**config.mk**
```make
export PLATFORM = sky130hd
export DESIGN_NAME = snn_core_tm
export DESIGN_NICKNAME = d
export VERILOG_FILES = /design/src/rtl/snn_pkg.sv /design/src/rtl/lif_update.sv /design/src/rtl/snn_core_tm.sv
export SDC_FILE = /design/constraint.sdc
export NUM_CORES = 2
export LEC_CHECK = 0
export CORE_AREA = 3 3 615 617
export CTS_BUF_LIST = sky130_fd_sc_hd__clkbuf_4 sky130_fd_sc_hd__clkbuf_8
export DETAILED_ROUTE_END_ITERATION = 8
export DIE_AREA = 0 0 618 620
export SYNTH_ARGS = -nofsm -noshare
export SYNTH_HDL_FRONTEND = slang
export SYNTH_SLANG_ARGS = --single-unit
export TNS_END_PERCENT = 100
```
**constraint.sdc**
```tcl
create_clock -name clk -period 100.9 [get_ports clk]
set_clock_uncertainty 0.05 [all_clocks]
set_input_delay 30.27 -clock clk [delete_from_list [all_inputs] [get_ports clk]]
set_output_delay 30.27 -clock clk [all_outputs]
set_load 0.05 [all_outputs]
```
**src/rtl/snn_pkg.sv**
```systemverilog
// Shared types and helpers for the time-multiplexed LIF spiking core.
// Holds the FSM state encoding, sum guard width and membrane saturation.
package snn_pkg;

    typedef enum logic [1:0] {
        S_IDLE,
        S_HID,
        S_OUT,
        S_DONE
    } state_t;

    // Weighted sum width is W + clog2(PREV) + this guard bit.
    localparam int SUM_GUARD_BITS = 1;

    // Clamp a sign-extended value to the signed range of vw bits.
    function automatic logic signed [31:0] sat_v(
        input logic signed [31:0] x,
        input int                 vw
    );
        logic signed [31:0] hi;
        logic signed [31:0] lo;
        hi = (32'sd1 <<< (vw - 1)) - 32'sd1;
        lo = -(32'sd1 <<< (vw - 1));
        if (x > hi) begin
            sat_v = hi;
        end else if (x < lo) begin
            sat_v = lo;
        end else begin
            sat_v = x;
        end
    endfunction

endpackage

```
**src/rtl/lif_update.sv**
```systemverilog
// Combinational leaky integrate-and-fire update for a single neuron.
// Ports: i_v/i_r state, i_spikes/i_weights_row input, i_threshold; o_v_next/o_r_next/o_spike.
module lif_update
    import snn_pkg::*;
#(
    parameter int PREV_NEURONS = 16,
    parameter int W            = 8,
    parameter int V_WIDTH      = 16,
    parameter int LEAK_SHIFT   = 4,
    parameter int REFRACT      = 2,
    parameter int RW           = 2
) (
    input  logic signed [V_WIDTH-1:0] i_v,
    input  logic        [RW-1:0]      i_r,
    input  logic                      i_spikes      [PREV_NEURONS],
    input  logic signed [W-1:0]       i_weights_row [PREV_NEURONS],
    input  logic signed [V_WIDTH-1:0] i_threshold,
    output logic signed [V_WIDTH-1:0] o_v_next,
    output logic        [RW-1:0]      o_r_next,
    output logic                      o_spike
);

    localparam int SUM_W = W + $clog2(PREV_NEURONS) + SUM_GUARD_BITS;
    localparam int ACC_W = V_WIDTH + 2;

    logic signed [SUM_W-1:0]   w_sum;
    logic signed [ACC_W-1:0]   w_v_ext;
    logic signed [ACC_W-1:0]   w_sum_ext;
    logic signed [ACC_W-1:0]   w_acc;
    logic signed [31:0]        w_acc32;
    logic signed [31:0]        w_sat32;
    logic signed [V_WIDTH-1:0] w_v_sat;

    always_comb begin
        w_sum = '0;
        for (int i = 0; i < PREV_NEURONS; i++) begin
            if (i_spikes[i]) begin
                w_sum = w_sum + SUM_W'(i_weights_row[i]);
            end
        end
    end

    // Two guard bits keep v - leak + sum exact before clamping.
    assign w_v_ext   = ACC_W'(i_v);
    assign w_sum_ext = ACC_W'(w_sum);
    assign w_acc     = w_v_ext - (w_v_ext >>> LEAK_SHIFT) + w_sum_ext;
    assign w_acc32   = 32'(w_acc);
    assign w_sat32   = sat_v(w_acc32, V_WIDTH);
    assign w_v_sat   = w_sat32[V_WIDTH-1:0];

    always_comb begin
        o_v_next = w_v_sat;
        o_r_next = i_r;
        o_spike  = 1'b0;
        if (i_r != '0) begin
            o_v_next = '0;
            o_r_next = i_r - 1'b1;
        end else if (w_v_sat >= i_threshold) begin
            o_spike  = 1'b1;
            o_v_next = '0;
            o_r_next = RW'(REFRACT);
        end
    end

endmodule

```
**src/rtl/snn_core_tm.sv**
```systemverilog
// Time-multiplexed two-layer LIF core: one neuron per cycle through one datapath.
// Ports: start/spikes_in/weights/v_threshold/clear_counts in; busy/done/spikes_out/spike_count out.
module snn_core_tm
    import snn_pkg::*;
#(
    parameter int INPUT_NEURONS  = 8,
    parameter int HIDDEN_NEURONS = 16,
    parameter int OUTPUT_NEURONS = 4,
    parameter int W              = 8,
    parameter int V_WIDTH        = 16,
    parameter int LEAK_SHIFT     = 4,
    parameter int REFRACT        = 2,
    parameter int CNT_WIDTH      = 8
) (
    input  logic                      clk,
    input  logic                      rst,
    input  logic                      start,
    input  logic                      spikes_in [INPUT_NEURONS],
    input  logic signed [W-1:0]       weights_input_to_hidden  [HIDDEN_NEURONS][INPUT_NEURONS],
    input  logic signed [W-1:0]       weights_hidden_to_output [OUTPUT_NEURONS][HIDDEN_NEURONS],
    input  logic signed [V_WIDTH-1:0] v_threshold,
    input  logic                      clear_counts,
    output logic                      busy,
    output logic                      done,
    output logic                      spikes_out  [OUTPUT_NEURONS],
    output logic [CNT_WIDTH-1:0]      spike_count [OUTPUT_NEURONS]
);

    localparam int PREV_N = (INPUT_NEURONS > HIDDEN_NEURONS) ? INPUT_NEURONS : HIDDEN_NEURONS;
    localparam int RW     = (REFRACT < 1) ? 1 : $clog2(REFRACT + 1);
    localparam int HW     = (HIDDEN_NEURONS < 2) ? 1 : $clog2(HIDDEN_NEURONS);
    localparam int OW     = (OUTPUT_NEURONS < 2) ? 1 : $clog2(OUTPUT_NEURONS);
    localparam int IW     = (HW > OW) ? HW : OW;
    localparam logic [IW-1:0] LAST_H = IW'(HIDDEN_NEURONS - 1);
    localparam logic [IW-1:0] LAST_O = IW'(OUTPUT_NEURONS - 1);

    state_t r_state;
    state_t w_state_next;

    logic [IW-1:0] r_idx;
    logic [HW-1:0] w_idx_h;
    logic [OW-1:0] w_idx_o;
    logic          w_last_h;
    logic          w_last_o;

    logic                      r_spk_in  [INPUT_NEURONS];
    logic                      r_spk_hid [HIDDEN_NEURONS];
    logic signed [V_WIDTH-1:0] r_v_hid   [HIDDEN_NEURONS];
    logic        [RW-1:0]      r_r_hid   [HIDDEN_NEURONS];
    logic signed [V_WIDTH-1:0] r_v_out   [OUTPUT_NEURONS];
    logic        [RW-1:0]      r_r_out   [OUTPUT_NEURONS];
    logic                      r_spk_acc [OUTPUT_NEURONS];

    logic                      w_spk_sel [PREV_N];
    logic signed [W-1:0]       w_row_sel [PREV_N];
    logic signed [V_WIDTH-1:0] w_v_sel;
    logic        [RW-1:0]      w_r_sel;
    logic signed [V_WIDTH-1:0] w_v_next;
    logic        [RW-1:0]      w_r_next;
    logic                      w_spike;
    logic                      w_spk_fin [OUTPUT_NEURONS];

    assign w_idx_h  = r_idx[HW-1:0];
    assign w_idx_o  = r_idx[OW-1:0];
    assign w_last_h = (r_idx == LAST_H);
    assign w_last_o = (r_idx == LAST_O);

    // Layer mux in front of the shared datapath; unused lanes are zero.
    always_comb begin
        for (int i = 0; i < PREV_N; i++) begin
            w_spk_sel[i] = 1'b0;
            w_row_sel[i] = '0;
        end
        w_v_sel = '0;
        w_r_sel = '0;
        if (r_state == S_OUT) begin
            for (int i = 0; i < HIDDEN_NEURONS; i++) begin
                w_spk_sel[i] = r_spk_hid[i];
                w_row_sel[i] = weights_hidden_to_output[w_idx_o][i];
            end
            w_v_sel = r_v_out[w_idx_o];
            w_r_sel = r_r_out[w_idx_o];
        end else begin
            for (int i = 0; i < INPUT_NEURONS; i++) begin
                w_spk_sel[i] = r_spk_in[i];
                w_row_sel[i] = weights_input_to_hidden[w_idx_h][i];
            end
            w_v_sel = r_v_hid[w_idx_h];
            w_r_sel = r_r_hid[w_idx_h];
        end
    end

    lif_update #(
        .PREV_NEURONS (PREV_N),
        .W            (W),
        .V_WIDTH      (V_WIDTH),
        .LEAK_SHIFT   (LEAK_SHIFT),
        .REFRACT      (REFRACT),
        .RW           (RW)
    ) u_lif (
        .i_v           (w_v_sel),
        .i_r           (w_r_sel),
        .i_spikes      (w_spk_sel),
        .i_weights_row (w_row_sel),
        .i_threshold   (v_threshold),
        .o_v_next      (w_v_next),
        .o_r_next      (w_r_next),
        .o_spike       (w_spike)
    );

    // Output spikes of this timestep, including the neuron being updated now.
    always_comb begin
        for (int k = 0; k < OUTPUT_NEURONS; k++) begin
            w_spk_fin[k] = r_spk_acc[k];
            if (w_idx_o == OW'(k)) begin
                w_spk_fin[k] = w_spike;
            end
        end
    end

    always_comb begin
        w_state_next = r_state;
        unique case (r_state)
            S_IDLE: if (start) w_state_next = S_HID;
            S_HID:  if (w_last_h) w_state_next = S_OUT;
            S_OUT:  if (w_last_o) w_state_next = S_DONE;
            S_DONE: w_state_next = S_IDLE;
            default: w_state_next = S_IDLE;
        endcase
    end

    always_ff @(posedge clk) begin
        if (rst) begin
            r_state <= S_IDLE;
            r_idx   <= '0;
            busy    <= 1'b0;
            done    <= 1'b0;
            for (int i = 0; i < INPUT_NEURONS; i++) begin
                r_spk_in[i] <= 1'b0;
            end
            for (int j = 0; j < HIDDEN_NEURONS; j++) begin
                r_spk_hid[j] <= 1'b0;
                r_v_hid[j]   <= '0;
                r_r_hid[j]   <= '0;
            end
            for (int k = 0; k < OUTPUT_NEURONS; k++) begin
                r_v_out[k]     <= '0;
                r_r_out[k]     <= '0;
                r_spk_acc[k]   <= 1'b0;
                spikes_out[k]  <= 1'b0;
                spike_count[k] <= '0;
            end
        end else begin
            r_state <= w_state_next;
            busy    <= (w_state_next != S_IDLE);
            done    <= (w_state_next == S_DONE);
            unique case (r_state)
                S_IDLE: begin
                    if (start) begin
                        for (int i = 0; i < INPUT_NEURONS; i++) begin
                            r_spk_in[i] <= spikes_in[i];
                        end
                        r_idx <= '0;
                    end
                end
                S_HID: begin
                    r_v_hid[w_idx_h]   <= w_v_next;
                    r_r_hid[w_idx_h]   <= w_r_next;
                    r_spk_hid[w_idx_h] <= w_spike;
                    r_idx <= w_last_h ? '0 : r_idx + 1'b1;
                end
                S_OUT: begin
                    r_v_out[w_idx_o]   <= w_v_next;
                    r_r_out[w_idx_o]   <= w_r_next;
                    r_spk_acc[w_idx_o] <= w_spike;
                    r_idx <= r_idx + 1'b1;
                    if (w_last_o) begin
                        for (int k = 0; k < OUTPUT_NEURONS; k++) begin
                            spikes_out[k] <= w_spk_fin[k];
                        end
                    end
                end
                default: ;
            endcase
            // Clear has priority over a same-cycle increment.
            for (int k = 0; k < OUTPUT_NEURONS; k++) begin
                if (clear_counts) begin
                    spike_count[k] <= '0;
                end else if (r_state == S_OUT && w_last_o && w_spk_fin[k]
                             && spike_count[k] != '1) begin
                    spike_count[k] <= spike_count[k] + 1'b1;
                end
            end
        end
    end

endmodule

```
; Word-level counts from Yosys, hierarchy flattened
; Memories as Yosys holds them, arrays and structs flattened. A register that Yosys moved wholly into a read port is not among the register bits.
; Cells that the tools add are included.
[totals]
word_cells = 187
output_inout_bits = 38
ram_bits = 388
mem_count = 7
ff_bits = 44
input_bits = 1564
[memory_table]
columns = memory, depth, word_bits, rd, rd_clocked_by_memory_dff, write_ports, line
row1 = r_v_hid, 16, 16, 1, 1, 16, snn_core_tm.sv:48  ; logic signed [V_WIDTH-1:0] r_v_hid [HIDDEN_NEURONS];
row2 = r_v_out, 4, 16, 1, 1, 4, snn_core_tm.sv:50  ; logic signed [V_WIDTH-1:0] r_v_out [OUTPUT_NEURONS];
row3 = r_r_hid, 16, 2, 1, 1, 16, snn_core_tm.sv:49  ; logic [RW-1:0] r_r_hid [HIDDEN_NEURONS];
row4 = r_spk_hid, 16, 1, 16, 0, 16, snn_core_tm.sv:47  ; logic r_spk_hid [HIDDEN_NEURONS];
row5 = r_r_out, 4, 2, 1, 1, 4, snn_core_tm.sv:51  ; logic [RW-1:0] r_r_out [OUTPUT_NEURONS];
row6 = r_spk_in, 8, 1, 8, 0, 8, snn_core_tm.sv:46  ; logic r_spk_in [INPUT_NEURONS];
row7 = 1 more memories, n/a, n/a, n/a, n/a, n/a, n/a
[op_classes]
n_lt_le_gt_ge = 5
mux = 93
addsub = 23
n_eq_ne = 14
bitwise_logic = 10
reduce_logical = 23
[op_table]
columns = cell, n
row1 = binary-select mux 128 bit (select 2 bit), 1
row2 = binary-select mux 64 bit (select 4 bit), 1
row3 = two-way mux 128 bit, 2
row4 = two-way mux 64 bit, 4
row5 = two-way mux 13 bit, 16
row6 = adder 13 x 8 -> 13 bit, 15
row7 = two-way mux 16 bit, 7
row8 = two-way mux 4 bit, 9
row9 = two-way mux 1 bit, 34
row10 = adder 8 x 1 -> 8 bit (second input constant), 4
row11 = != test 8 bit (second input constant), 4
row12 = OR reduction 16 bit, 2
row13 = two-way mux 2 bit, 15
row14 = adder 17 x 13 -> 18 bit, 1
row15 = > comparator 18 x 16 -> 1 bit (second input constant), 1
row16 = < comparator 18 x 16 -> 1 bit (second input constant), 1
row17 = subtractor 16 x 12 -> 17 bit, 1
row18 = >= comparator 16 bit, 1
row19 = two-way mux 8 bit, 2
row20 = one-hot mux 4 bit (3 select lines), 1
row21 = == test 2 bit (second input constant), 5
row22 = logical AND 1 bit, 9
row23 = bitwise OR 1 bit, 8
row24 = one-hot mux 2 bit (4 select lines), 1
row25 = other kinds (16), 23

; Logic depth before layout (Yosys ltp)
[logic_depth]
ltp_word = 46
mapped_depth = 134
depth_no_buf = 121

; Modules after synthesis
; A second synthesis with hierarchy kept.
[unflattened]
hier_cells = 4134
area_unflattened_um2 = 43979.7
[modules_own_cells]
columns = mod, instances, cells_each, area_per_inst_um2, seq_area_each_um2
row1 = snn_core_tm, 1, 2440, 31773.0, 12582.1
row2 = lif_update, 1, 1694, 12206.7, 0.0

; Worst setup path before layout
; Ideal clock, no wire load.
[synth_path]
kind = input-to-reg
startpoint = input port weights_input_to_hidden[696] (netlist bit)
endpoint = memory r_v_hid[12][11] (data pin)
path_stages = 115
setup_time_ns = 0.140
n_path_buf = 5
arrival_ns = 53.408
slack_ns = 47.302
cell_sequence = mux4_1 > mux4_2 > mux2_2 > and2_1 > ha_1 > fa_1 > xor2_1 > mux2_2 > ha_1 > xor2_1 > a22o_1 > a21o_1 > ha_1 > nor2b_1 > o21ai_0 > o21a_1 > ha_1 > nor2b_1 > [... 79 more ...] > clkbuf_1 > nor2_1 > clkbuf_1 > nor2_1 > ha_1 > a21o_1 > a21o_1 > a21o_1 > a21o_1 > a21oi_1 > o211ai_1 > and4_1 > clkbuf_1 > nor4_1 > clkbuf_1 > clkbuf_1 > nand2_1 > nor2_1
[synth_lines]
columns = item, line
row1 = from (decl), snn_core_tm.sv:19  ; input logic signed [W-1:0] weights_input_to_hidden [HIDDEN_NEURONS][INPUT_NEURONS],
row2 = to (decl), snn_core_tm.sv:48

==> reports/metrics.yaml <==
global_routing:
  grt_max_degree: 92
  grt_pass1_wl_mm: 479
  antenna_found_initial: 386
  grt_pass1_vias: 41376
  grtUsageTotal_pct: 19.6
  grt_overflow: 0
place:
  gp_congestion: 1.01
  numPortBuffers: 1601
  hpwl_mm: 350
finish:
  final_common_cell: "clkdlybuf4s50_1"
  area_growth_pct: 55.3
  fillers: 41035
  layout_common_cells: "1600 x clkdlybuf4s50_1, 561 x nor2_1, 538 x mux4_2"
  drive_gt1_share_pct: 16.3
  num-nets-final: 7256
cts:
  htreeDepth: 3
  cts_tree: "yes"
  cts_buffer_depth: 3
  path_clk_slew_ns: 0.06
  cts-resized-gates: 0
  clk-insertion-delay-late_ns: 0.68
  cts_buffers: 78
  post-cts-setup-buffers: 0
  root_buffer: "clkbuf_8"
  clock-sinks: 435
  hold_buffers: 0
logic_synthesis:
  yosysSeqAreaShare_pct: 29.1
  synth.distinct_cells: 87
  netlist_instances: 3946
  synth_ff_type: "edfxtp_1"
  yosys_warnings: 0
  avgSynthCellArea_um2: 11.0
  synth_edf_count: 387
  syn-num-nets: 5768
  async_flop_share_pct: 0
  ys_ff_latch: 435
  syn_area_um2: 43300
critical_path:
  crit_top_cell: "ha_1"
  slowest_stage: "nand3_1"
  path_class: "in2reg"
  cp-end-kind: "flip-flop"
  crit_path_max_incr_delay_ns: 0.92
  critPathMaxFanout: 32
  crit_required_ns: 101.35
  worstSetupStartpointType: "input port"
  arrival_ns: 57.72
routing:
  vias: 43738
  routed_wl_mm: 392
  wire_per_inst_um: 36.6
  drtAntennaViolNets: 0
  dr.pass1.iters: 6
  drt-initial-drc-count: 4187
  via_per_inst: 4.09
  drcViolationCount: 0
timing:
  setup_violations: 0
  tightest_slew_ns: 1.14
  relSlewSlack_pct: 21.6
  slew_viol_final: 0
  rsz0062_at_grt: "false"
  finalCritPeriodShare_pct: 56.8
  fin_tns_setup_ns: 0
  fin_crit_ns: 57.27
  hold_violations: 0
  max_freq_mhz: 17.5
  hold_ws_ns: 0.437
floorplanning:
  core_region_area_um2: 372000
  dieArea_um2: 383000
  die_y_um: 620
  start_util_pct: 11.6
  row_count: 224
  die_w_um: 618
  io_pins: 1602
run_status:
  outcome: "finished clean"
hold_path:
  hold_path.class: "reg2reg"
pwr:
  leakage_nw: 23.2
  power_density_nw_per_um2: 22.2
  max-vdd-ir-drop_uv: 113
run:
  drv_cap: 0
worst max-delay path, delay by kind of cell:
family          cells  cell delay, ns
mux                 4            1.78
fa+ha+maj          19            6.95
compound gates     52            9.61
simple gates       25            5.44
xor+xnor           10            2.29
buf+inv             6            1.28
layout make-up:
cell class	count	area (µm²)	area share [%]
inverter	155	584	0.869
multi-input combinational	3080	29100	43.2
tap	4972	6220	9.25
sequential	435	12600	18.7
clock buffer	107	1300	1.93
timing repair buffer	1684	16700	24.8
clock inverter	31	238	0.353
antenna	234	586	0.871
registers in the layout, summed over array words and instances (netlist names), named ones only:
register	cells
r_spk_in	8
r_r_out	8
done	1
r_r_hid	32
spike_count	32
r_idx	4
r_spk_hid	16
r_v_out	64
r_state	2
busy	1
r_spk_acc	3
spikes_out	4
r_v_hid	256
synthesized netlist by cell type, types with 63 or more instances:
cell type,number,area share [%]
xnor2_1,92,1.9
clkbuf_1,204,1.8
mux4_2,538,28
nor3_1,76,0.88
a21o_1,63,1.1
nor2_1,572,5.0
mux2_2,86,2.2
inv_1,153,1.3
o21ai_0,126,1.5
ha_1,228,6.6
a21oi_1,174,2.0
nand2_1,287,2.5
nand3_1,72,0.83
edfxtp_1,387,27
and2_1,92,1.3
mux2i_1,80,1.8
where the power goes:
part	switching [mW]	leakage, nW	internal [mW]
clock	0.0786	0.803	0.0874
combinational	0.767	18.0	0.352
sequential	0.00286	4.39	0.203
worst paths after layout:
| kind | start | to | slack [ns] | depth (start not counted) |
|---|---|---|---|---|
| max reg2reg | r_idx[0] | r_v_hid[1][9] | 72.08 | 115 |
| min reg2reg | spike_count[30] | spike_count[30] | 0.44 | 2 |
| min | spike_count[30] | spike_count[30] | 0.44 | 2 |
| max | weights_input_to_hidden[568] | r_v_hid[1][9] | 43.63 | 116 |
routing by layer:
| metal | part of all wire [%] | track usage (%) | vias up | wire, µm |
|---|---|---|---|---|
| met1 | 37 | 22.5 | 21776 | 146000 |
| met5 | 0.26 | 0 | - | 1030 |
| li1 | - | - | 18419 | - |
| met3 | 10 | 6.97 | 778 | 39300 |
| met4 | 5.0 | 8.60 | 156 | 19700 |
| met2 | 47 | 32.7 | 2609 | 185000 |
logic make-up (layout without fill, tap and decap cells):
family                   count (synthesis)  count (layout)  synth area share (%)
AO/OA/AOI/OAI                          659             659                  10.0
flip-flops                             435             435                  29.1
multiplexers                           709             709                  32.3
XOR/XNOR                               140             140                  2.99
other                                    0             234                     0
adder cells (fa/ha/maj)                258             258                  7.98
AND/OR/NAND/NOR                       1314            1314                  13.7
buffers and inverters                  431            1977                  3.96
metrics by stage:
stage	std cells	area [µm²]	utilization, %	total power [mW]	setup WS, ns
CTS	10464	66700	17.9	1.49	43.69
finish	10698	67300	18.1	1.49	43.63
detailed placement	10326	65100	17.5	1.32	43.03
global placement	10326	65100	17.5	1.31	43.46
floorplan	3946	43300	-	0.869	47.30
global route	10607	67000	18.0	1.59	41.83
(Power assumes the default switching activity.)
